--- config.mk ---
export PLATFORM = sky130hd
export DESIGN_NAME = uart_txrx
export DESIGN_NICKNAME = d
export VERILOG_FILES = /design/src/rtl/uart_txrx.sv
export SDC_FILE = /design/constraint.sdc
export NUM_CORES = 1
export LEC_CHECK = 0
export CORE_MARGIN = 1
export CORE_UTILIZATION = 50
export CTS_CLUSTER_SIZE = 10
export DETAILED_ROUTE_END_ITERATION = 10
export DONT_BUFFER_PORTS = 1
export GPL_ROUTABILITY_DRIVEN = 0
export PLACE_DENSITY = 0.74
export SLEW_MARGIN = 20
export SYNTH_ARGS = -nofsm -noshare
export SYNTH_HDL_FRONTEND = slang
export SYNTH_SLANG_ARGS = --single-unit
--- constraint.sdc ---
create_clock -name clk -period 2.22 [get_ports clk]
set_clock_uncertainty 0.05 [all_clocks]
set_input_delay 0.444 -clock clk [delete_from_list [all_inputs] [get_ports clk]]
set_output_delay 0.444 -clock clk [all_outputs]
set_load 0.01 [all_outputs]
--- src/rtl/uart_txrx.sv ---
// uart_txrx: full-duplex UART, parity-protected transmitter and oversampling receiver on a shared baud tick
module uart_txrx #(
  parameter int INPUT_DATA_WIDTH = 8,
  parameter int PARITY_ENABLED = 1,
  parameter int PARITY_TYPE = 0,
  parameter int CLOCKS_PER_BIT = 8
) (
  input  logic clk,
  input  logic reset,
  input  logic enable,
  input  logic [INPUT_DATA_WIDTH-1:0] i_data,
  output logic o_busy,
  output logic serial_out,
  input  logic serial_in,
  output logic [INPUT_DATA_WIDTH-1:0] received_data,
  output logic data_is_valid,
  output logic rx_error
);
  localparam int W = INPUT_DATA_WIDTH;
  localparam int N = W + PARITY_ENABLED + 2;
  localparam int SW = $clog2(N + 1);
  localparam int CW = $clog2(CLOCKS_PER_BIT);
  localparam logic [SW-1:0] IDLE = '0;
  localparam logic [SW-1:0] START_BIT = SW'(1);
  localparam logic [SW-1:0] DATA_BIT_0 = SW'(2);
  localparam logic [SW-1:0] PARITY_BIT = SW'(W + 2);
  localparam logic [SW-1:0] STOP_BIT = SW'(N);

  logic [CW-1:0] baud_cnt;
  logic baud_clk;
  logic [N-1:0] tx_sr;
  logic [N-1:0] tx_frame;
  logic tx_par;
  logic [2:0] sync;
  logic rx_s;
  logic [SW-1:0] rx_state;
  logic [CW-1:0] rx_cnt;
  logic [W-1:0] rx_sh;
  logic rx_par;
  logic sample;
  logic rx_ok;

  assign baud_clk = baud_cnt == CW'(CLOCKS_PER_BIT - 1);
  assign tx_par = PARITY_TYPE != 0 ? ~^i_data : ^i_data;
  assign rx_s = sync[2];
  assign sample = rx_cnt == (rx_state == START_BIT ? CW'(CLOCKS_PER_BIT / 2 - 1) : CW'(CLOCKS_PER_BIT - 1));
  assign rx_ok = rx_s && (PARITY_ENABLED == 0 || rx_par == (PARITY_TYPE != 0 ? ~^rx_sh : ^rx_sh));

  if (PARITY_ENABLED != 0) begin : g_par
    assign tx_frame = {1'b1, tx_par, i_data, 1'b0};
  end else begin : g_nopar
    assign tx_frame = {1'b1, i_data, 1'b0};
  end

  // free-running baud divider shared by transmitter and receiver
  always_ff @(posedge clk)
    if (reset) baud_cnt <= '0;
    else baud_cnt <= baud_clk ? '0 : baud_cnt + 1'b1;

  // transmitter: load the frame when idle, shift one bit per baud tick, release after the stop bit period
  always_ff @(posedge clk)
    if (reset) begin
      tx_sr <= '1;
      serial_out <= 1'b1;
      o_busy <= 1'b0;
    end else if (!o_busy) begin
      if (enable) begin
        tx_sr <= tx_frame;
        o_busy <= 1'b1;
      end
    end else if (baud_clk) begin
      if (tx_sr == '0) o_busy <= 1'b0;
      else begin
        serial_out <= tx_sr[0];
        tx_sr <= tx_sr >> 1;
      end
    end

  // three-flop synchronizer for the asynchronous line, idling high
  always_ff @(posedge clk)
    if (reset) sync <= '1;
    else sync <= {sync[1:0], serial_in};

  // receiver: mid-bit sampling state machine with one-cycle result pulses
  always_ff @(posedge clk)
    if (reset) begin
      rx_state <= IDLE;
      rx_cnt <= '0;
      rx_sh <= '0;
      rx_par <= 1'b0;
      received_data <= '0;
      data_is_valid <= 1'b0;
      rx_error <= 1'b0;
    end else begin
      data_is_valid <= 1'b0;
      rx_error <= 1'b0;
      if (rx_state == IDLE) begin
        rx_cnt <= '0;
        if (!rx_s) rx_state <= START_BIT;
      end else if (!sample) rx_cnt <= rx_cnt + 1'b1;
      else begin
        rx_cnt <= '0;
        if (rx_state == START_BIT) rx_state <= rx_s ? IDLE : DATA_BIT_0;
        else if (rx_state == STOP_BIT) begin
          rx_state <= IDLE;
          if (rx_ok) begin
            received_data <= rx_sh;
            data_is_valid <= 1'b1;
          end else rx_error <= 1'b1;
        end else begin
          rx_state <= rx_state + 1'b1;
          if (rx_state == PARITY_BIT && PARITY_ENABLED != 0) rx_par <= rx_s;
          else rx_sh <= {rx_s, rx_sh[W-1:1]};
        end
      end
    end
endmodule

## After elaboration in Yosys (flattened, before gate mapping)

Cells that the tools add are included.

- Register bits after elaboration: 45
- Output and inout port bits: 12
- Word-level logic and storage cells: 63

- Add/sub/neg operators: 3
- Eq/ne operators: 9
- Mux-type cells: 17
- Bitwise gates (word level): 6
- Reductions and logical operators: 16

Operators by type and width:

| operator | count |
|---|---|
| 11-bit two-way mux | 4 |
| 4-bit two-way mux | 5 |
| 8-bit XOR reduction | 2 |
| 5-bit AND reduction | 3 |
| 11-bit logical NOT | 1 |
| 4-bit == test, second input constant | 2 |
| 3-bit by 1-bit adder with 3-bit output, second input constant | 2 |
| 1-bit two-way mux | 6 |
| 1-bit NOT | 6 |
| 3-bit AND reduction | 2 |
| 5-bit OR reduction | 1 |
| 4-bit by 1-bit adder with 4-bit output, second input constant | 1 |
| 4-bit by 1-bit == test with 1-bit output, second input constant | 1 |
| 4-bit logical NOT | 1 |
| 2-bit inequality test, second input constant | 2 |
| 2-bit nonzero test | 2 |
| 3-bit == test | 1 |
| 3-bit == test, second input constant | 1 |
| 3-bit two-way mux | 1 |
| 3-bit OR reduction | 1 |
| 2-bit two-way mux | 1 |
| 2-bit by 1-bit inequality test with 1-bit output, second input constant | 1 |
| 2-bit AND reduction | 1 |
| 2-bit OR reduction | 1 |
| 2 further kinds | 2 |

## Longest topological paths before layout

- Depth after elaboration: 5
- Depth in mapped cells: 8
- Mapped depth without buffers: 7

## Worst setup path after synthesis

OpenSTA, ideal clock, no wires.

- Kind: register -> register
- Start point: register rx_state[0]
- End point: register rx_state[0]
- Library setup time: 0.075 ns
- Data arrival time: 1.949 ns
- Required time: 2.095 ns
- Path slack: 0.146 ns
- Stages on the path, launching flop included: 7
- Path buffers: 0
- Period minus slack after synthesis: 2.074 ns
- Cells stage by stage: dfxtp_1 ha_1 or3b_1 nor3_2 o21ai_0 or3_1 a31oi_1

- Cells in the longest elaborated chain, start to end: 5
- Elaborated cells between the ends (all ways): 13

Ends and longest elaborated chain:

| what | line | RTL |
|---|---|---|
| start: declaration | 36 | `logic [SW-1:0] rx_state;` |
| start signal: assignment | 103 | `if (rx_state == START_BIT) rx_state <= rx_s ? IDLE : DATA_BIT_0;` |
| start signal: assignment | 111 | `rx_state <= rx_state + 1'b1;` |
| 4-bit by 1-bit adder with 4-bit output, or another cell as far along | 111 |  |
| 4-bit two-way mux or 3-bit two-way mux (tied branches) | 104, 46 |  |
| 4-bit two-way mux or 3-bit == test (tied branches) | 103, 46 |  |
| 4-bit two-way mux or 2-bit nonzero test (tied branches) | -- |  |
| 4-bit two-way mux or 2-bit AND reduction (tied branches) | -- |  |

Parallel ways exist; a longest one is shown, timed or not. The select of a mux whose other input is x is not followed.
A chain may end at the register's enable or synchronous reset.

## Worst setup path after layout

- Start point: register rx_state[1]
- End point: register rx_sh[2]

- Cells in the longest elaborated chain, start to end: 4
- Elaborated cells between the ends (all ways): 11

Ends and longest elaborated chain:

| what | line | RTL |
|---|---|---|
| 4-bit by 1-bit == test with 1-bit output | 46, 103 |  |
| 3-bit two-way mux | 46 | `assign sample = rx_cnt == (rx_state == START_BIT ? CW'(CLOCKS_PER_BIT / 2 - 1) : CW'(CLOCKS_PER_BIT - 1));` |
| 3-bit == test | 46 |  |
| 5-bit AND reduction (no source line) (*) | -- |  |
| end signal: assignment | 113 | `else rx_sh <= {rx_s, rx_sh[W-1:1]};` |
| end: declaration | 38 | `logic [W-1:0] rx_sh;` |

Mark *: on every way between the ends. The rest lies on a longest branch, timed or not.

==> impl_metrics.toml <==
[clock_tree]
clk_latency_ps = 300
ctsHoldBuffers = 0
tritoncts = "built"
cts_made_buffers = 5
h-tree-depth = 2
clkTransAtPathRegs_ps = 80
cts_buffer_depth = 2
clock_sinks = 45
root_buffer = "clkbuf_8"

[layout]
nNetsFinal = 242
synthToLayoutAreaGrowth_pct = 10.2
drive_gt1_share_pct = 13.8
antenna_cells = 0

[yosys]
synthesis.area_mm2 = 0.00211
synth_ff_type = "dfxtp_1"
synthDistinctLibCells = 38
ys_warn_count = 0
synthArstFlopShare_pct = 0
synth.avg_cell_area_um2 = 9.58
synth_edf_count = 0
synth_seq_cells = 45
ys_seq_area_share_pct = 42.8
synth_fp_nets = 239
syn_inst = 220

[flow_run]
max-cap-violations = 0

[timing]
whs_ps = 150
fin_crit_sh_pct = 97.0
totalNegativeSetupSlack_ps = 0
worst-slew-pin-transition_ps = 736
fmax_mhz = 464
slew_violations = 0
slew_headroom_pct = 50.8
hold_violations = 0
setup_viol = 0
finalWorstSetupSlack_ps = 66.5
layout_min_cycle_time_ps = 2150

[setup_path]
crit_start = "rx_state[1]"
path_delay_family = "simple AND/OR/NAND/NOR gates"
worstPathCellList = "inv_1, ha_2, or3b_4, nor3_4, buf_4, o211a_1, buf_12, mux2i_1, nor2_1"
cp-end-kind = "flip-flop"
cpMaxStageDelayCell = "or3b_4"
critPathRequiredTime_ps = 2360
reg2reg_from = "rx_state[1]"
cp_data_arrival_time_ps = 2290
critPathMaxFanout = 8
crit_type = "reg2reg"
path_buf_inv = 3
start_kind = "flip-flop"
max_stage_delay_ps = 410

[drt]
via_per_inst = 5.65
first_pass_iters = 4
num_vias = 1547
drt_first_iter_violations = 63
wire_per_inst_um = 13.6
wirelength_mm = 3.73
drtAntennaViolNets = 0
drcViolationCount = 0

[pwr]
powerDensity_mw_per_mm2 = 625
vdd_ir_drop_max_mv = 0.384
p_leak_nw = 0.849
total_power_mw = 1.45

[outcome]
status = "completed"

[floorplan]
die-width_um = 66.9
ioPinCount = 24
dieArea_mm2 = 0.00448
core_mm2 = 0.00403
fp.dieH_um = 66.9
start_util_pct = 52.3
row_count = 23

[global_routing]
grt_first_pass_wirelength_mm = 6.09
globalRouteOverflowTotal = 0
grt_usage_pct = 18.0
grt_max_degree = 44
grt_pass1_vias = 1422
antenna_found_initial = 0

[place]
hpwl_mm = 2.51
io_buffers = 0
pre_cts_ws_ps = 85.7

[min_path]
min-delay-start = "reset"
min_path_type = "in2reg"
[sequential cells by signal, indices dropped and copies added (netlist names), 3 cells and up]
signal / flops
rx_cnt: 3
baud_cnt: 3
rx_state: 4
sync: 3
rx_sh: 8
received_data: 8
tx_sr: 11
[stage by stage]
stage	cells	cell area, um^2	utilization, %
after floorplan	220	2110	-
after detailed placement	265	2210	54.8
after global placement	265	2210	54.8
final	274	2320	57.6
after CTS	273	2300	57.0
after global routing	274	2320	57.6
[placed cells by master (no fill, tap or decap), drive strengths merged, types with 3 or more instances in the layout]
cell type  netlist  layout
mux2i           20      20
xor2             3       3
dfxtp           45      45
o21bai           8       8
clkbuf          12       5
ha               7       7
nand2            6       6
nor2            28      28
a31oi            3       3
inv              4       5
xnor2           10      10
nand2b           3       3
a21oi            4       4
a211oi          10      10
nor2b           11      11
nand3            3       3
o21ai            3       3
nor3b            3       3
or2              3       3
buf              2      10
nor3            12      12
[routing by layer]
layer	part of all wire, %	wire [um]	vias up	GRT usage [%]
li1	-	-	776	-
met1	47	1740	727	21.5
met2	48	1800	37	30.1
met3	3.2	119	7	3.77
met4	1.9	71	0	9.57
met5	0	0	-	0
[timing repair]
action | 4_1_cts | 5_1_grt
setup buffers | 0 | 1
endpoints found under the setup margin | 0 | 3
resized for setup | 0 | 7
[worst reg2reg max path: cells and delay by family (launching register included)]
family | cells | cell delay (ps)
buf+inv | 3 | 380
mux | 1 | 190
flops | 1 | 360
simple gates | 3 | 690
compound gates | 1 | 180
fa+ha+maj | 1 | 220
[synthesized netlist by cell type, drive strengths merged, types with 4 or more instances]
master	instances	share of area (%)
o21bai	8	2.9
ha	7	4.2
clkbuf	12	2.1
a21oi	4	0.95
inv	4	0.71
a211oi	10	3.6
mux2i	20	10
nand2	6	1.1
xnor2	10	4.2
nor2b	11	3.3
nor2	28	5.0
dfxtp	45	43
nor3	12	3.1
[path summary, 6_finish.rpt]
check,to,slack (ps),depth (start not counted)
worst max-delay path,rx_sh[2],70,9
worst min-delay path,rx_state[0],150,1
worst min register to register,sync[1],370,1
worst max register to register,rx_sh[2],70,9
[kinds of logic after synthesis]
| group | after synthesis | synth area share [%] |
|---|---|---|
| AND/OR/NAND/NOR | 78 | 19.2 |
| flip-flops | 45 | 42.8 |
| AO/OA/AOI/OAI | 37 | 12.8 |
| multiplexers | 20 | 10.1 |
| buffers and inverters | 18 | 3.33 |
| XOR/XNOR | 15 | 7.66 |
| adder cells (fa/ha/maj) | 7 | 4.16 |
[power by group]
group / total [mW] / switching, mW / leakage [nW] / internal, mW
logic: 0.101 / 0.0495 / 0.437 / 0.0518
registers: 0.849 / 0.0176 / 0.367 / 0.831
clock network: 0.501 / 0.278 / 0.0445 / 0.223
total: 1.45 / 0.345 / 0.849 / 1.11
[area by class of cell]
| cell class | count | area, um^2 |
|---|---|---|
| clock inverter | 3 | 21.3 |
| multi-input combinational | 157 | 1150 |
| timing repair buffer | 10 | 100 |
| sequential | 45 | 903 |
| fill | 363 | 1710 |
| inverter | 4 | 15.0 |
| clock buffer | 5 | 68.8 |
| tap | 50 | 62.6 |
(Power assumes the default switching activity.)
